### config.mk
export PLATFORM = sky130hd
export DESIGN_NAME = counter_cmd_seq_flat
export DESIGN_NICKNAME = d
export VERILOG_FILES = /design/src/rtl/counter_cmd_seq_if.sv /design/src/rtl/counter_cmd_seq.sv /design/src/flat_wrapper.sv
export SDC_FILE = /design/constraint.sdc
export NUM_CORES = 1
export LEC_CHECK = 0
export CELL_PAD_IN_SITES_DETAIL_PLACEMENT = 0
export CELL_PAD_IN_SITES_GLOBAL_PLACEMENT = 1
export CORE_UTILIZATION = 40
export DETAILED_ROUTE_END_ITERATION = 10
export HOLD_SLACK_MARGIN = 0.12
export PLACE_DENSITY = 0.7
export SETUP_SLACK_MARGIN = 0.3
export SLEW_MARGIN = 5
export SYNTH_ARGS = -nofsm -noshare
export SYNTH_HDL_FRONTEND = slang
export SYNTH_SLANG_ARGS = --single-unit
### constraint.sdc
create_clock -name clk -period 7.55 [get_ports clk]
set_clock_uncertainty 0.1 [all_clocks]
set_input_delay 1.51 -clock clk [delete_from_list [all_inputs] [get_ports clk]]
set_output_delay 1.51 -clock clk [all_outputs]
set_load 0.01 [all_outputs]
### src/rtl/counter_cmd_seq_if.sv
`default_nettype none
// ============================================================================
// Module   : counter_cmd_seq_if
// Brief    : Command handshake and counter-drive bundle for counter_cmd_seq.
// Revision : 1.0 - initial release
// ============================================================================
interface counter_cmd_seq_if #(
    parameter int WIDTH = 16
) ();
    logic             cmd_valid;
    logic             cmd_ready;
    logic [1:0]       cmd_op;
    logic [WIDTH-1:0] cmd_arg;
    logic             cnt_rco;
    logic             cnt_enable;
    logic [1:0]       cnt_mode;
    logic [WIDTH-1:0] cnt_D;
    logic             busy;
    logic             done;
    logic [7:0]       rco_tally;

    modport master (
        output cmd_valid, cmd_op, cmd_arg, cnt_rco,
        input  cmd_ready, cnt_enable, cnt_mode, cnt_D, busy, done, rco_tally
    );

    modport slave (
        input  cmd_valid, cmd_op, cmd_arg, cnt_rco,
        output cmd_ready, cnt_enable, cnt_mode, cnt_D, busy, done, rco_tally
    );
endinterface
`default_nettype wire

### src/rtl/counter_cmd_seq.sv
`default_nettype none
// ============================================================================
// Module   : counter_cmd_seq
// Brief    : FIFO-buffered command sequencer driving a 16-bit counter.
// Revision : 1.0 - initial release
// ============================================================================
module counter_cmd_seq #(
    parameter int WIDTH      = 16,
    parameter int FIFO_DEPTH = 4
) (
    input  wire logic         clk,
    input  wire logic         reset,
    counter_cmd_seq_if.slave  bus
);
    localparam int AW = $clog2(FIFO_DEPTH);
    localparam logic [1:0] OP_LOAD = 2'b11;

    typedef enum logic [1:0] {
        S_IDLE = 2'd0,
        S_LOAD = 2'd1,
        S_RUN  = 2'd2,
        S_DONE = 2'd3
    } state_t;

    logic [1:0]       fifo_op_q  [FIFO_DEPTH];
    logic [WIDTH-1:0] fifo_arg_q [FIFO_DEPTH];
    logic [AW:0]      wr_ptr_q;
    logic [AW:0]      rd_ptr_q;

    state_t           state_q;
    logic             en_q;
    logic [1:0]       mode_q;
    logic [WIDTH-1:0] data_q;
    logic [WIDTH-1:0] remaining_q;
    logic             done_q;
    logic [7:0]       tally_q;

    logic             w_full;
    logic             w_empty;
    logic             w_push;
    logic             w_pop;
    logic [1:0]       w_head_op;
    logic [WIDTH-1:0] w_head_arg;

    // Extra pointer MSB distinguishes full from empty when the indices match.
    assign w_full  = (wr_ptr_q[AW] != rd_ptr_q[AW]) &&
                     (wr_ptr_q[AW-1:0] == rd_ptr_q[AW-1:0]);
    assign w_empty = (wr_ptr_q == rd_ptr_q);
    assign w_push  = bus.cmd_valid && !w_full;
    assign w_pop   = (state_q == S_IDLE) && !w_empty;

    assign w_head_op  = fifo_op_q[rd_ptr_q[AW-1:0]];
    assign w_head_arg = fifo_arg_q[rd_ptr_q[AW-1:0]];

    always_ff @(posedge clk) begin
        if (w_push) begin
            fifo_op_q[wr_ptr_q[AW-1:0]]  <= bus.cmd_op;
            fifo_arg_q[wr_ptr_q[AW-1:0]] <= bus.cmd_arg;
        end
    end

    always_ff @(posedge clk) begin
        if (reset) begin
            wr_ptr_q <= '0;
            rd_ptr_q <= '0;
        end else begin
            if (w_push) wr_ptr_q <= wr_ptr_q + 1'b1;
            if (w_pop)  rd_ptr_q <= rd_ptr_q + 1'b1;
        end
    end

    always_ff @(posedge clk) begin
        if (reset) begin
            state_q     <= S_IDLE;
            en_q        <= 1'b0;
            mode_q      <= 2'b00;
            data_q      <= '0;
            remaining_q <= '0;
            done_q      <= 1'b0;
            tally_q     <= 8'd0;
        end else begin
            if (en_q && bus.cnt_rco && (tally_q != 8'hFF)) begin
                tally_q <= tally_q + 8'd1;
            end

            case (state_q)
                S_IDLE: begin
                    done_q <= 1'b0;
                    en_q   <= 1'b0;
                    if (w_pop) begin
                        if (w_head_op == OP_LOAD) begin
                            state_q <= S_LOAD;
                            en_q    <= 1'b1;
                            mode_q  <= OP_LOAD;
                            data_q  <= w_head_arg;
                        end else if (w_head_arg != '0) begin
                            state_q     <= S_RUN;
                            en_q        <= 1'b1;
                            mode_q      <= w_head_op;
                            remaining_q <= w_head_arg - 1'b1;
                            tally_q     <= 8'd0;
                        end else begin
                            // Zero-length count: completes without enabling.
                            state_q <= S_DONE;
                            done_q  <= 1'b1;
                            tally_q <= 8'd0;
                        end
                    end
                end
                S_RUN: begin
                    if (remaining_q == '0) begin
                        state_q <= S_DONE;
                        en_q    <= 1'b0;
                        done_q  <= 1'b1;
                    end else begin
                        remaining_q <= remaining_q - 1'b1;
                    end
                end
                S_LOAD: begin
                    state_q <= S_DONE;
                    en_q    <= 1'b0;
                    done_q  <= 1'b1;
                end
                S_DONE: begin
                    state_q <= S_IDLE;
                    done_q  <= 1'b0;
                end
                default: begin
                    state_q <= S_IDLE;
                    en_q    <= 1'b0;
                    done_q  <= 1'b0;
                end
            endcase
        end
    end

    assign bus.cmd_ready  = !w_full;
    assign bus.cnt_enable = en_q;
    assign bus.cnt_mode   = mode_q;
    assign bus.cnt_D      = data_q;
    assign bus.busy       = (state_q != S_IDLE) || !w_empty;
    assign bus.done       = done_q;
    assign bus.rco_tally  = tally_q;
endmodule
`default_nettype wire

### src/flat_wrapper.sv
// flat-port wrapper written by rule: the top's interface ports become plain ports
module counter_cmd_seq_flat 
#(
    parameter int WIDTH      = 16,
    parameter int FIFO_DEPTH = 4
)
  (clk, reset, bus_cmd_valid, bus_cmd_op, bus_cmd_arg, bus_cnt_rco, bus_cmd_ready, bus_cnt_enable, bus_cnt_mode, bus_cnt_D, bus_busy, bus_done, bus_rco_tally);
  counter_cmd_seq_if #(.WIDTH(WIDTH)) bus_i ();
  input  wire logic clk;
  input  wire logic reset;
  input wire logic [$bits(bus_i.cmd_valid)-1:0] bus_cmd_valid;
  input wire logic [$bits(bus_i.cmd_op)-1:0] bus_cmd_op;
  input wire logic [$bits(bus_i.cmd_arg)-1:0] bus_cmd_arg;
  input wire logic [$bits(bus_i.cnt_rco)-1:0] bus_cnt_rco;
  output wire logic [$bits(bus_i.cmd_ready)-1:0] bus_cmd_ready;
  output wire logic [$bits(bus_i.cnt_enable)-1:0] bus_cnt_enable;
  output wire logic [$bits(bus_i.cnt_mode)-1:0] bus_cnt_mode;
  output wire logic [$bits(bus_i.cnt_D)-1:0] bus_cnt_D;
  output wire logic [$bits(bus_i.busy)-1:0] bus_busy;
  output wire logic [$bits(bus_i.done)-1:0] bus_done;
  output wire logic [$bits(bus_i.rco_tally)-1:0] bus_rco_tally;
  assign bus_i.cmd_valid = bus_cmd_valid;
  assign bus_i.cmd_op = bus_cmd_op;
  assign bus_i.cmd_arg = bus_cmd_arg;
  assign bus_i.cnt_rco = bus_cnt_rco;
  assign bus_cmd_ready = bus_i.cmd_ready;
  assign bus_cnt_enable = bus_i.cnt_enable;
  assign bus_cnt_mode = bus_i.cnt_mode;
  assign bus_cnt_D = bus_i.cnt_D;
  assign bus_busy = bus_i.busy;
  assign bus_done = bus_i.done;
  assign bus_rco_tally = bus_i.rco_tally;
  counter_cmd_seq #(.WIDTH(WIDTH), .FIFO_DEPTH(FIFO_DEPTH)) u_core (.clk(clk), .reset(reset), .bus(bus_i));
endmodule
# Word-level counts from Yosys, hierarchy flattened
# Memories as Yosys holds them, arrays and structs flattened. A register that Yosys moved wholly into a read port is not among the register bits.
# Index checks and enable logic that the tools add are counted.
# W data, S select, Z words.
[totals]
in_bits = 22
output_inout_bits = 30
register_bits = 52
memories = 2
wordCells = 81
mem_bits_rw = 72
[memory_table]
columns = ["name", "words", "word_bits", "read_ports", "rd_ports_with_merged_regs", "wr", "line", "source"]
rows = [
  ["u_core.fifo_arg_q", 4, 16, 1, 1, 1, "counter_cmd_seq.sv:26", "logic [WIDTH-1:0] fifo_arg_q [FIFO_DEPTH];"],
  ["u_core.fifo_op_q", 4, 2, 1, 1, 1, "counter_cmd_seq.sv:25", "logic [1:0] fifo_op_q [FIFO_DEPTH];"],
]
[op_classes]
n_eq_ne = 13
reduce_logical = 20
muxes = 32
addsub = 5
[op_table]
columns = ["operator", "count"]
rows = [
  ["$mux W16", 4],
  ["$mux W8", 4],
  ["$pmux W16 S2", 1],
  ["$sub A16 B1 Y16 const B", 2],
  ["$mux W2", 9],
  ["$logic_not A16 Y1", 1],
  ["$reduce_bool A16 Y1", 1],
  ["$mux W1", 11],
  ["$add A8 B1 Y8 const B", 1],
  ["$ne A8 B8 Y1 const B", 1],
  ["$pmux W2 S4", 1],
  ["$add A3 B1 Y3 const B", 2],
  ["$eq A2 B2 Y1 const B", 3],
  ["$ne A2 B2 Y1 const B", 3],
  ["$reduce_and A3 Y1", 2],
  ["$reduce_bool A2 Y1", 3],
  ["$logic_and A1 B1 Y1", 5],
  ["$reduce_and A5 Y1", 1],
  ["$ne A2 B1 Y1 const B", 2],
  ["$pmux W1 S4", 1],
  ["$reduce_and A2 Y1", 2],
  ["$eq A3 B3 Y1", 1],
  ["$pmux W1 S3", 1],
  ["$reduce_bool A3 Y1", 1],
  ["other kinds (6)", 7],
]

# Logic depth before layout (Yosys ltp)
[logic_depth]
word_depth = 6
depth_mapped = 12
mapped_depth_nobuf = 11

# Worst setup path after synthesis
# No wires, ideal clock.
[synth_timing]
kind = "register to register"
startpoint = "reg u_core.state_q[0]"
endpoint = "reg u_core.remaining_q[14]"
t_required_ps = 7368
slack_ps = 4724
arrival_time_ps = 2644
path_buffers = 1
setup_time_ps = 82
stages_incl_launch_ff = 13
synth_period_minus_slack_ps = 2826
path_cell_list = "dfxtp_1 > inv_1 > ha_1 > inv_1 > buf_1 > mux2i_1 > ha_1 > nand2_1 > a21oi_1 > nand4_1 > nand2b_2 > or3_1 > o221ai_1"
[synth_between]
elab_chain_cells = 4
elab_cells_between_ends = 10
cone_classes = "5 x eq/ne; 1 x mux; 4 x reduce/logical"
[synth_rtl]
columns = ["item", "line", "source"]
rows = [
  ["start: declaration", "counter_cmd_seq.sv:30", "state_t state_q;"],
  ["start signal: assignment", "counter_cmd_seq.sv:74", "state_q <= S_IDLE;"],
  ["start signal: assignment", "counter_cmd_seq.sv:92", "state_q <= S_LOAD;"],
  ["start signal: assignment", "counter_cmd_seq.sv:97", "state_q <= S_RUN;"],
  ["$logic_not A2 Y1", "counter_cmd_seq.sv:50, counter_cmd_seq.sv:86", ""],
  ["$logic_and A1 B1 Y1", "counter_cmd_seq.sv:50", "assign w_pop = (state_q == S_IDLE) && !w_empty;"],
  ["$ne A2 B1 Y1 (no line)", "n/a", ""],
  ["$reduce_and A5 Y1 (no line)", "n/a", ""],
  ["end signal: assignment", "counter_cmd_seq.sv:100", "remaining_q <= w_head_arg - 1'b1;"],
  ["end signal: assignment", "counter_cmd_seq.sv:116", "remaining_q <= remaining_q - 1'b1;"],
  ["end: declaration", "counter_cmd_seq.sv:34", "logic [WIDTH-1:0] remaining_q;"],
]
# Parallel ways exist; a longest one is shown, timed or not.
# A chain may end at the register's enable or synchronous reset.

# Final worst setup path
[layout_timing]
startpoint = "reg u_core.wr_ptr_q[0]"
endpoint = "out bus_busy"
[layout_between]
elab_chain_cells = 3
[layout_rtl]
columns = ["item", "line", "source"]
rows = [
  ["start: declaration", "counter_cmd_seq.sv:27", "logic [AW:0] wr_ptr_q;"],
  ["start signal: assignment", "counter_cmd_seq.sv:67", "if (w_push) wr_ptr_q <= wr_ptr_q + 1'b1;"],
  ["$eq A3 B3 Y1", "counter_cmd_seq.sv:48", "assign w_empty = (wr_ptr_q == rd_ptr_q);"],
  ["$logic_not A1 Y1", "counter_cmd_seq.sv:141", "assign bus.busy = (state_q != S_IDLE) || !w_empty;"],
  ["$logic_or A1 B1 Y1", "counter_cmd_seq.sv:141", ""],
  ["end: declaration", "flat_wrapper.sv:19", "output wire logic [$bits(bus_i.busy)-1:0] bus_busy;"],
]
# Every way passes these cells.

==> impl_metrics.env <==
export IMPL_drc=0
export IMPL_muxShareOfSynthArea_pct=13.5
export IMPL_die_h_um=122
export IMPL_drive_above_1_share_pct=11.4
export IMPL_fin_nets=553
export IMPL_synthSimpleGateAreaFrac_pct=14.0
export IMPL_cp_max_fo=5
export IMPL_hp_class="register to register"
export IMPL_comb_power_share_pct=33.6
export IMPL_core_area_um2=13900
export IMPL_p_switching_uw=892
export IMPL_root_buffer="clkbuf_16"
export IMPL_syn_inst=467
export IMPL_grt_max_degree=50
export IMPL_crit_arrival_ns=1.90
export IMPL_rsz0062_at_grt="no"
export IMPL_grt_total_usage_pct=18.9
export IMPL_wl_met1_um=6200
export IMPL_fin_cells=714
export IMPL_rows=43
export IMPL_num_io_pins=52
export IMPL_ys_ff_latch=126
export IMPL_wirelength_um=12900
export IMPL_hold_viol_final=0
export IMPL_postCtsSetupBuffers=0
export IMPL_clkPwrFrac_pct=30.9
export IMPL_die_x_um=122
export IMPL_period_needed_ns=3.51
export IMPL_place_inst=682
export IMPL_met3_length_um=466
export IMPL_critPathRequiredTime_ns=5.94
export IMPL_antenna_cells=0
export IMPL_syn_avg_cell_area_um2=12.2
export IMPL_drt_pass1_iterations=5
export IMPL_synth_xor_area_share_pct=2.45
export IMPL_setup_violations=0
export IMPL_hold_ws_ns=0.380
export IMPL_fill_cells=1230
export IMPL_start_util_pct=41.1
export IMPL_antenna_found_initial=0
export IMPL_synthAdderAreaFrac_pct=2.19
export IMPL_synthDistinctLibCells=64
export IMPL_path_clk_slew_ns=0.06
export IMPL_clk_latency_ns=0.42
export IMPL_post_cts_resized=0
export IMPL_tns_ns=0
export IMPL_power_mw=2.49
export IMPL_layout_common_cells="edfxtp_1 (72), dfxtp_1 (54), nor2_1 (51)"
export IMPL_routabilityCongestion=0.793
export IMPL_top_layer_used="met4"
export IMPL_leakagePower_nw=2.36
export IMPL_portBuffers=51
export IMPL_fmax_mhz=285
export IMPL_syn2layout_area_growth_pct=21.4
export IMPL_syn_area_um2=5720
export IMPL_sequentialPowerShare_pct=35.5
export IMPL_clock_sinks=126
export IMPL_critPathCaptureType="primary output"
export IMPL_synth_flop_cell="edfxtp_1"
export IMPL_cts_tree="done"
export IMPL_avgRoutedWirePerCell_um=18.1
export IMPL_finalCritPeriodShare_pct=46.4
export IMPL_relSlewSlack_pct=30.9
export IMPL_grt_ovfl_total=0
export IMPL_ant_nets=0
export IMPL_grt_pass1_wl_um=20400
export IMPL_async_flop_share_pct=0
export IMPL_startpoint_type="register"
export IMPL_worst_slew_pin_slew_ns=1.04
export IMPL_cts_max_level=4
export IMPL_maxSlewViolCount=0
export IMPL_synth_edff_count=72
export IMPL_final_core_util_pct=49.9
export IMPL_final_common_cell="edfxtp_1"
export IMPL_dp_worst_setup_slack_ns=4.12
export IMPL_fin_ws_ns=4.04
export IMPL_cap_violations=0
export IMPL_synth_seq_area_share_pct=56.7
export IMPL_drt_iter0_markers=244
export IMPL_vdd_ir_drop_worst_uv=194
export IMPL_holdBufCountCts=0
export IMPL_postSynthNetCount=499
export IMPL_wl_met2_um=6140
export IMPL_outcome="finished clean"
export IMPL_clk_path_buf_depth=2
export IMPL_place_area_um2=6390
export IMPL_fp_dieArea_um2=14800
export IMPL_vias_per_cell=5.52
export IMPL_powerDensity_nw_per_um2=359
export IMPL_synth_top_family_by_area="simple AND/OR/NAND/NOR gates"
export IMPL_switching_share_pct=35.8
export IMPL_cts_buffers=17
export IMPL_worstSetupPathType="register to primary output"
export IMPL_grt_pass1_vias=3800
export IMPL_p_int_mw=1.60
export IMPL_vias=3944
export IMPL_synth_compound_area_share_pct=8.84
export IMPL_dp_hpwl_um=8690
export IMPL_stdcell_area_um2=6950
export IMPL_yosys_warnings=0
cell usage after synthesis, types with 7 or more instances:
cell type	count	area (um^2)
dfxtp_1	54	1080
xnor2_1	10	87.6
mux4_2	11	248
nand4_1	8	50.1
a21oi_1	17	85.1
or3_1	7	43.8
edfxtp_1	72	2160
mux4_1	7	184
nor2_1	52	195
mux2i_1	33	330
clkbuf_1	10	37.5
inv_1	9	33.8
nor3_1	9	45.0
ha_1	10	125
nand2_1	42	158
o21ai_0	14	70.1
nand3_1	12	60.1
sequential cells by signal (all words and copies together) (netlist names), named ones only:
name,count
u_core.state_q,2
u_core.bus.cnt_enable,1
u_core.bus.rco_tally,8
u_core.fifo_arg_q,64
u_core.wr_ptr_q,3
u_core.fifo_op_q,8
u_core.bus.cnt_D,16
u_core.bus.cnt_mode,2
u_core.bus.done,1
u_core.remaining_q,16
u_core.rd_ptr_q,3
cells by family after synthesis:
logic type / Yosys count
flops: 126
mux: 52
buf+inv: 29
xor+xnor: 16
simple gates: 161
compound gates: 73
fa+ha+maj: 10
area by class of cell:
cell class	count	area, um^2	area share [%]
inverters	9	33.8	0.486
clock inverters	14	121	1.75
multi-input cells	312	2350	33.8
flip-flops and latches	126	3240	46.7
well taps	180	225	3.24
repair buffers	55	536	7.71
clock buffers	18	439	6.32
critical path, stage by stage (launching register included):
cell and delay, ns:
dfxtp_1 0.45, xnor2_1 0.22, and3_1 0.24, nand2_1 0.07, clkdlybuf4s50_1 0.49
per-layer routing:
metal / up-vias / global-route usage, %
met1: 1951 / 25.0
met2: 100 / 29.9
li1: 1879 / -
met4: 0 / 6.94
met5: - / 0
met3: 14 / 5.10
power groups by stage:
stage	registers [mW]	clock network, mW	logic [mW]
final	0.886	0.771	0.837
after global routing	0.897	0.813	0.926
after CTS	0.886	0.779	0.842
after detailed placement	0.899	0	0.838
after global placement	0.896	0	0.826
after floorplan	0.891	0	0.613
final timing paths:
kind,slack [ns],cells after the start,end,from
setup / recovery,4.04,4,bus_busy,u_core.wr_ptr_q[0]
setup reg to reg,4.12,12,u_core.remaining_q[14],u_core.state_q[0]
hold reg to reg,0.38,2,u_core.bus.cnt_enable,u_core.bus.cnt_enable
hold / removal,0.38,2,u_core.bus.cnt_enable,u_core.bus.cnt_enable
Power figures use the tool's default switching activity.
==> RTL edit: new RTL, config.mk and constraints unchanged <==
Make the reset (`reset`) asynchronous in 2 clocked blocks.
--- a/src/rtl/counter_cmd_seq.sv
+++ b/src/rtl/counter_cmd_seq.sv
@@ -59,7 +59,7 @@
         end
     end
 
-    always_ff @(posedge clk) begin
+    always_ff @(posedge clk or posedge reset) begin
         if (reset) begin
             wr_ptr_q <= '0;
             rd_ptr_q <= '0;
@@ -69,7 +69,7 @@
         end
     end
 
-    always_ff @(posedge clk) begin
+    always_ff @(posedge clk or posedge reset) begin
         if (reset) begin
             state_q     <= S_IDLE;
             en_q        <= 1'b0;
Check against the original RTL: differs if reset is asserted again (counterexample within 4 cycles, from zero or initial values and one cycle with reset high); with reset held inactive, the same outputs for 4 cycles.
==> RTL edit against the unedited design <==
Setup slack worse by 540 ps. Fmax down 13%. Core utilization up 0.55 points. Wire length fell by 2.5%. Via count down 3.9%. First-iteration DRC count decreased by 16%. Power rose by 27%. Largest cell class unchanged. Non-clock buffer count did not move. Hold slack worse by 8.6 ps. Final area up 1.9%. Synthesized area up 2.1%. Sequential cell count shrank 2.
==> RTL edit: results (changes against the unedited design) <==
* Tmin final at 4040 ps (+538 ps)
* Most instantiated cells after synthesis: nand2_1 (79), edfxtp_1 (72), dfrtp_1 (52)
* Fin area at 7080 µm² (+1.9%)
* Routed via count at 3792 (-3.9%)
* Status: complete, no violations
* Register-to-Register Path Depth at 8 (-4)
* Iteration-0 DRC Markers at 204 (-16%)
* Async set-reset flop share out of synthesis at 41.9% (+42 points)
* Multi-input gates at 298 (-4.5%)
* Met2 Use GR at 28.3% (-1.5 points)
* Area of the multi-input gates at 2240 µm² (-4.4%)
* Number of fill cells in the layout at 1231 (+0.081%)
* Synth Net Count at 477 (-4.4%)
* Leak pwr at 0.00273 µW (+16%)
* Crit Path Max Fanout at 20 (+15)
* Placement Setup Slack at 3750 ps (-368 ps)
* Metal2 WL at 5780 µm (-5.8%)
* Clock sink count at 124 (-1.6%)
* CP arrival at 2430 ps (+530 ps)
* Inverters at 7 (-2)
* Met1 Track Usage GR at 25.0% (+0.061 points)
* Dpl cells at 664 (-2.6%)
* CP startpoint: u_core.rd_ptr_q[1]
* Global-route wire length before repair at 20300 µm (-0.51%)
* Worst Tran Pin Value at 1030 ps (-5.71 ps)
* Hold path start: u_core.bus.cnt_D[1]
* Clock buffers at 19 (+1)
* Synth cell types at 58 (-9.4%)
* Synth top area cells: edfxtp_1 (37%), dfrtp_1 (22%), nand2_1 (5.1%)
* Worst reg2reg startpoint: u_core.rd_ptr_q[0]
* Non-clock buffer share at 7.64% (-0.072 points)
* WL met1 at 6100 µm (-1.7%)
* Finished Layout Cells at 696 (-2.5%)
* Final wirelength at 12600 µm (-2.5%)
## RTL edit: changes by cell type in the layout (fill, tap and decap cells not counted), moves of 6 or more
cell / before / now
o21ai_0: 14 / 21
nand3_1: 12 / 6
nand2_1: 42 / 79
nor2_1: 51 / 18
dfrtp_1: 0 / 52
mux2i_1: 33 / 14
dfxtp_1: 54 / 0
## RTL edit: cells by family (layout without fill, tap and decap cells)
group	Yosys count	in the layout	synth area share [%]
AND/OR/NAND/NOR	165	165	14.0
flip-flops	124	124	59.3
AO/OA/AOI/OAI	62	62	7.03
multiplexers	42	42	12.4
buffers and inverters	23	94	2.23
XOR/XNOR	19	19	2.85
adder cells (fa/ha/maj)	10	10	2.14
## RTL edit: worst max-delay path: stages, from the launching register on
cell	delay, ps
dfrtp_1	650
buf_4	390
xnor2_1	220
nand3b_1	210
clkdlybuf4s50_1	530
## RTL edit: power by group
group          switching [µW]  total, µW  internal (µW)
sequential                143       1090            946
combinational             737       1290            558
clock                     296        783            487
total                    1180       3170           1990
